File: config.mk
export PLATFORM = sky130hd
export DESIGN_NAME = apb_mem_slave
export DESIGN_NICKNAME = d
export VERILOG_FILES = /design/src/rtl/apb_mem_slave.sv
export SDC_FILE = /design/constraint.sdc
export NUM_CORES = 2
export LEC_CHECK = 0
export BUFFER_PORTS_ARGS = -buffer_cell sky130_fd_sc_hd__clkbuf_2
export CAP_MARGIN = 20
export CORE_UTILIZATION = 30
export DETAILED_ROUTE_END_ITERATION = 12
export GPL_TIMING_DRIVEN = 0
export MAX_ROUTING_LAYER = met4
export PLACE_DENSITY = 0.49
export SLEW_MARGIN = 20
export SYNTH_ARGS = -nofsm -noshare
export SYNTH_HDL_FRONTEND = slang
export SYNTH_SLANG_ARGS = --single-unit
File: constraint.sdc
create_clock -name PCLK -period 92.4 [get_ports PCLK]
set_clock_uncertainty 0.1 [all_clocks]
set_input_delay 0 -clock PCLK [delete_from_list [all_inputs] [get_ports PCLK]]
set_output_delay 0 -clock PCLK [all_outputs]
set_load 0.005 [all_outputs]
File: src/rtl/apb_mem_slave.sv
// APB memory completer: word-addressed register array behind a
// wait-state FSM with a registered one-cycle PREADY pulse.
module apb_mem_slave #(
    parameter int DEPTH       = 64,
    parameter int WAIT_CYCLES = 2,
    parameter int DATA_W      = 21
) (
    input  logic              PCLK,
    input  logic              PRESET,
    input  logic              PSEL,
    input  logic              PENABLE,
    input  logic [7:0]        PADDR,
    input  logic              PWRITE,
    input  logic [DATA_W-1:0] PWDATA,
    output logic [DATA_W-1:0] PRDATA,
    output logic              PREADY,
    output logic              PSLVERR
);
    localparam int CNT_W = (WAIT_CYCLES < 1) ? 1
                         : $clog2(WAIT_CYCLES + 1);
    localparam int IDX_W = (DEPTH < 2) ? 1 : $clog2(DEPTH);

    typedef enum logic [1:0] {
        S_IDLE = 2'd0,
        S_WAIT = 2'd1,
        S_DONE = 2'd2
    } state_t;

    state_t             r_state;
    state_t             w_next;
    logic [CNT_W-1:0]   r_cnt;
    logic [7:0]         r_addr;
    logic               r_write;
    logic [DATA_W-1:0]  r_wdata;
    logic [DATA_W-1:0]  r_mem [DEPTH];

    logic               w_capture;
    logic               w_dec;
    logic               w_complete;
    logic               w_done;
    logic               w_in_range;
    logic [IDX_W-1:0]   w_idx;

    // Range check uses 9 bits so DEPTH=256 compares correctly.
    assign w_in_range = ({1'b0, r_addr} < 9'(DEPTH));
    assign w_idx      = r_addr[IDX_W-1:0];

    always_ff @(posedge PCLK or posedge PRESET) begin
        if (PRESET) r_state <= S_IDLE;
        else        r_state <= w_next;
    end

    always_comb begin
        w_next = r_state;
        unique case (r_state)
            S_IDLE: if (PSEL) w_next = S_WAIT;
            S_WAIT: begin
                if (!PSEL)           w_next = S_IDLE;
                else if (w_complete) w_next = S_DONE;
            end
            S_DONE:  w_next = S_IDLE;
            default: w_next = S_IDLE;
        endcase
    end

    always_comb begin
        w_capture  = 1'b0;
        w_dec      = 1'b0;
        w_complete = 1'b0;
        w_done     = 1'b0;
        unique case (r_state)
            S_IDLE: w_capture = PSEL;
            S_WAIT: begin
                if (PSEL && PENABLE) begin
                    if (r_cnt == '0) w_complete = 1'b1;
                    else             w_dec      = 1'b1;
                end
            end
            S_DONE:  w_done = 1'b1;
            default: ;
        endcase
    end

    always_ff @(posedge PCLK or posedge PRESET) begin
        if (PRESET) begin
            r_cnt   <= '0;
            r_addr  <= '0;
            r_write <= 1'b0;
            r_wdata <= '0;
            PREADY  <= 1'b0;
            PSLVERR <= 1'b0;
            PRDATA  <= '0;
            for (int i = 0; i < DEPTH; i++) r_mem[i] <= '0;
        end else begin
            if (w_capture) begin
                r_addr  <= PADDR;
                r_write <= PWRITE;
                r_wdata <= PWDATA;
                r_cnt   <= CNT_W'(WAIT_CYCLES);
            end
            if (w_dec) r_cnt <= r_cnt - CNT_W'(1);
            if (w_complete) begin
                PREADY  <= 1'b1;
                PSLVERR <= !w_in_range;
                if (w_in_range && r_write) r_mem[w_idx] <= r_wdata;
                if (!r_write) PRDATA <= w_in_range ? r_mem[w_idx] : '0;
            end
            if (w_done) begin
                PREADY  <= 1'b0;
                PSLVERR <= 1'b0;
            end
        end
    end
endmodule

Word-level counts from Yosys, hierarchy flattened
Cells that the tools add are included.

cells by class
  reductions and logical operators = 11
  add/sub/neg operators = 1
  magnitude comparators = 3
  bitwise logic cells = 2
  muxes and demuxes = 25
  equality and inequality tests = 4

operator list
  operator             number
  $bwmux 1344          1
  $bmux 21 s6          1
  $demux 21 s6         1
  $mux 21              4
  $mux 1               12
  $mux 2               5
  $lt 8x7->1 const B   1
  $ge 7x7->1 const B   1
  $lt 7x1->1 const B   1
  $not 6->7            1
  $reduce_and 2->1     3
  $logic_not 2->1      2
  $pmux 2 s2           1
  $reduce_bool 2->1    2
  $logic_and 1x1->1    3
  $ne 3x3->1 const B   1
  $eq 2x1->1 const B   1
  $eq 2x2->1 const B   1
  $ne 2x2->1 const B   1
  $sub 2x1->2 const B  1
  $logic_not 1->1      1
  $not 1->1            1

storage, ports and cells
  flip-flop bits (word level) = 1,401

Depth between registers and ports, before layout
  depth in word-level cells = 7
  depth in mapped cells = 10
  mapped depth without buffers = 8

Worst setup path before layout
Ideal clock, no wire load.

  path kind = register to register
  from = reg r_cnt[0]
  to = reg PRDATA[20]
  buffers on the path = 3
  period minus slack after synthesis = 2.177 ns
  path slack = 90.223 ns
  data required time = 92.160 ns
  data arrival time = 1.937 ns
  cell stages (with the launch flop) = 10
  cells stage by stage = dfrtp_1 -> inv_1 -> ha_1 -> nand3_1 -> or3_1 -> clkbuf_1 -> buf_2 -> buf_2 -> a2111oi_0 -> a32oi_1

on the way
  cells in the longest elaborated chain, start to end = 5

RTL lines
  item                               RTL line  source
  start, declared                    31        logic [CNT_W-1:0] r_cnt;
  start signal, assigned             99        r_cnt <= CNT_W'(WAIT_CYCLES);
  start signal, assigned             101       if (w_dec) r_cnt <= r_cnt - CNT_W'(1);
  $logic_not 2->1                    75        if (r_cnt == '0) w_complete = 1'b1;
  $mux 1                             75
  $mux 1                             74        if (PSEL && PENABLE) begin
  $mux 1                             71        unique case (r_state)
  $reduce_and 2->1 (no source line)  --
  end signal, assigned               106       if (!r_write) PRDATA <= w_in_range ? r_mem[w_idx] : '0;
  end, declared                      15        output logic [DATA_W-1:0] PRDATA,

Every way passes these cells.
A chain may end at the register's enable or synchronous reset.

Final worst setup path
  from = reg r_addr[1]
  to = reg PRDATA[16]

on the way
  cells in the longest elaborated chain, start to end = 5
  elaborated cells on any way between the ends = 6
  those cells by class = order compare (1); mux (4); bitwise (1)

RTL lines
  item                                        RTL line  source
  start, declared                             32        logic [7:0] r_addr;
  start signal, assigned                      87        r_addr <= '0;
  start signal, assigned                      96        r_addr <= PADDR;
  $not 6->7 (implied by the code)             106
  $bmux 21 s6                                 106
  $mux 21 (implied by the code) (2 in a row)  106
  $mux 21 *                                   106

Mark *: on every way between the ends. The rest lies on a longest branch, timed or not. The select of a mux whose other input is x is not followed.

==> results list <==
* Global placer's final weighted congestion: 1.04
* First-pass GRT wire length: 473 mm
- Setup TNS Final: 0 ns
- Slowest CP cell: nor2_1
- Clock tree from TritonCTS: built
- After detailed routing, the number of vias per cell comes to 6.22.
* Final number of setup-violating endpoints: 0
- Placement row count: 169
- Fraction of power spent switching nets: 0.363
* DIE WIDTH: 464 microns
- Arrival time at the worst endpoint: 5.87 ns
* # Max-Cap Violations: 0
* Minimum setup slack after placement: 87.53 ns
- Static timing analysis puts the maximum clock frequency at 187 MHz.
* Post-route minimum period: 5.34 ns
* Part of the cycle the worst path needs: 0.0577
- Cell Count, Final, Fillers Out: 8129
- Counting the fill cells in the layout gives 20.6k.
- Design Area, Final: 0.0766 sq mm
* Setup WS post-layout: 87.06 ns
- The initial antenna violation count came to 70.
* Commonest register cell after synthesis: dfrtp_1
- For the pin with the worst max-slew slack, the measured transition is 1.30 ns.
- The cell sitting at the root of the clock tree is a clkbuf_16.
* Share of post-route cells with drive strength above 1: 0.427
- In the final layout, the multi-input gates occupy 0.0265 sq mm.
- For the worst-skew pair, the clock arrives at the later sink with an insertion delay of 0.85 ns.
- Counting flops and latches in the post-synthesis netlist gives 1401.
- The final count of pins violating max slew was 0.
* Yosys synthesis warning count: 0
- The via count of the first global-routing pass is 48.0k.
- Area enclosed by the die boundary: 0.215 sq mm
- Final count of hold timing violations: 0
* Detailed Routing Iterations Pass 1: 11
- Worst Path Buf+Inv: 3
- Net count of the mapped netlist: 4771
* Number of ports placed on the die boundary: 57
- Floorplan die height: 464 microns
- Unique masters post-synth: 66
- Drt drc: 6
* Worst-case clock buffer depth: 3
* Clock-pin transition on the worst setup and hold timing paths: 0.07 ns
- In this run the cell area measured after placement is 0.0701 sq mm.
- Measured against its own limit, the worst slew margin works out to 0.122.
- Power per unit of standard cell area: 22.6 mW/mm^2
- Sequential cell area fraction in the yosys report: 0.548
- Remaining antenna violation count: 0
* Element type at the critical path start: register
- H-tree lvl count: 4
- At the end of the flow the core is filled with cells to 0.361.
* Clock group share of total power: 0.403
- The worst hold path belongs to the class in -> reg.
- Registers take 0.0351 sq mm.
- A synthesized cell averages 13.5 sq um.
- Along the worst path, the maximum fanout reaches 10.
- I/O Buffers: 56
- Proportion of register bits with asynchronous set or reset after synthesis: 1.00
- Entering global routing, the biggest net connects 103 pins.
- Portion of total power attributed to sequential cells: 0.360
* RSZ-0062 raised after global routing: false
- The critical path goes through buf_4 -> buf_6 -> buf_2 -> nand2b_1 -> nor2_1 -> a221o_1 -> a22oi_1 -> a32oi_1.
- Crit path required time: 92.94 ns
* Dpl hpwl: 253 mm
* Combinational Power Share: 0.237
* Total grt overflow: 0
- The number of placed instances, taps included, is 7696.
- GRT Resource Usage Total: 0.342
* CP peak stage delay: 1.12 ns
* Routed wirelength normalized by instance count: 44.8 microns
- TritonCTS created 164 clock buffers.
- VDD sags by at most 0.0000179 V.
- In this run, synthesis inferred 0 flip-flops with an integrated enable.
* Placeable core region: 0.212 sq mm
- Design internal power: 1.10 mW
- Syn Std Cell Area: 0.0640 sq mm
- For this block, the initial DRC count from the detailed router was 7815.
- Clk sink count: 1401
- Static leakage: 37.1 nW
- Net switching power of the design: 0.627 mW
* Post-detailed-routing wire length: 364 mm
* Number of vias after detailed routing: 50.5k
- Crit path kind: reg -> reg
- The run finished, with violations left.
- In the final design database the tool counted 5146 nets.
- Starting density of the core: 0.302
- Critical path capture point type: register
- The final reports fail on DRC.
- Kind of cell adding the most delay to the critical path: simple AND/OR/NAND/NOR gates
* Area grow syn2layout: 19.6%
- Number of standard cells after synthesis: 4736
-- final timing paths --
kind / startpoint / to / slack (ns) / cells past startpoint
worst max-delay path: r_addr[1] / PRDATA[16] / 87.06 / 8
worst min-delay path: PADDR[2] / r_addr[2] / 0.02 / 4
worst max register to register: r_addr[1] / PRDATA[16] / 87.06 / 8
worst min register to register: r_mem[948] / r_mem[948] / 0.40 / 1
max in group asynchronous: PRESET / r_mem[1121] / 89.64 / 8
min in group asynchronous: PRESET / r_mem[916] / 0.19 / 4
-- kinds of logic after synthesis --
| logic type | synth area share |
|---|---|
| multiplexers | 0.276 |
| flip-flops | 0.548 |
| AO/OA/AOI/OAI | 0.103 |
| buffers and inverters | 0.0394 |
| AND/OR/NAND/NOR | 0.0331 |
| adder cells (fa/ha/maj) | 0.000195 |
-- synthesized netlist by cell type (all sizes together), types with 3 or more instances --
master	n	area share
o2bb2ai	7	0.00096
and3	10	0.00098
o211ai	4	0.00047
nor2b	7	0.00068
dfrtp	1401	0.55
inv	7	0.00041
mux2i	62	0.0097
nand4	11	0.0011
and2	10	0.00098
clkbuf	244	0.014
and4	7	0.00096
mux4	5	0.0018
a211oi	5	0.00059
nor3	24	0.0019
a21oi	52	0.0041
nor3b	5	0.0011
o221ai	15	0.0021
a221o	9	0.0014
buf	273	0.025
o31ai	3	0.00035
a22o	31	0.0042
a32oi	9	0.0012
nor2	205	0.013
nor4	4	0.00039
o32a	4	0.00063
nand2b	6	0.00059
o21ai	113	0.0088
o31a	8	0.0011
a31oi	10	0.00098
o22a	9	0.0012
a221oi	381	0.052
nand2	117	0.0089
or2	3	0.00029
a222oi	3	0.00047
nand3	13	0.0010
o22ai	55	0.0054
nand3b	5	0.00059
mux2	1446	0.26
a22oi	132	0.015
-- metal layers --
layer / track usage / wire, microns / up-vias
li1: - / - / 18600
met2: 0.454 / 147000 / 3834
met4: 0.240 / 30000 / 0
met3: 0.118 / 45000 / 1066
met5: - / 0 / -
met1: 0.429 / 142000 / 27100
-- worst reg2reg max path, cell delays in order, from the launching register on --
cell	delay (ns)
dfrtp_1	0.32
buf_4	0.21
buf_6	0.29
buf_2	0.95
nand2b_1	0.69
nor2_1	1.12
a221o_1	0.31
a22oi_1	0.36
a32oi_1	0.79
-- power groups by stage --
stage	logic, mW	registers (mW)	clock network (mW)
6_report	0.409	0.623	0.696
5_1_grt	0.392	0.623	0.720
4_1_cts	0.382	0.623	0.694
3_5_place_dp	0.379	0.634	0
3_3_place_gp	0.348	0.637	0
2_1_floorplan	0.124	0.635	0
-- per-stage QoR --
step / hold WS [ns] / power (mW)
final: 0.0166 / 1.73
after global routing: 0.0367 / 1.74
after CTS: 0.0138 / 1.70
after detailed placement: -0.105 / 1.01
after global placement: 0.134 / 0.985
after floorplan: 0.0168 / 0.759
-- layout by cell type, fill, tap and decap left out, drive strengths merged, types with 6 or more instances in the layout --
cell / Yosys / layout
nor2b: 7 / 7
o221ai: 15 / 15
bufinv: 0 / 13
diode: 0 / 68
o31a: 8 / 8
and3: 10 / 10
clkbuf: 244 / 552
buf: 273 / 356
nand2: 117 / 117
a22o: 31 / 31
inv: 7 / 19
o22ai: 55 / 55
a21oi: 52 / 52
nand3: 13 / 13
nor2: 205 / 205
mux2: 1446 / 1446
and4: 7 / 7
a31oi: 10 / 10
o22a: 9 / 9
clkinv: 0 / 19
nand4: 11 / 11
a221oi: 381 / 381
a22oi: 132 / 132
a32oi: 9 / 9
o2bb2ai: 7 / 7
dlygate4sd3: 0 / 67
nand2b: 6 / 6
and2: 10 / 10
dfrtp: 1401 / 1401
o21ai: 113 / 113
a221o: 9 / 9
mux2i: 62 / 62
nor3: 24 / 24
-- layout make-up --
cell class,instances,share of cell area
clock inverter,46,0.00944
timing repair buffer,209,0.0395
clock buffer,249,0.0642
antenna,68,0.00222
tap,2821,0.0461
buffer,517,0.0346
multi-input combinational,2811,0.346
sequential,1401,0.458
inverter,7,0.000441
-- what timing repair did --
action / CTS / global route
hold endpoints to repair: 802 / 0
hold buffers: 67 / 0
resized for setup: 0 / 0
setup buffers: 0 / 0
-- flip-flops by register name, summed over array words and instances, names as in the netlist --
signal and cells:
r_cnt 2, r_state 2, PSLVERR 1, PRDATA 21, PREADY 1, r_wdata 21, r_write 1, r_addr 8
r_mem 1344
(Power assumes the default switching activity.)
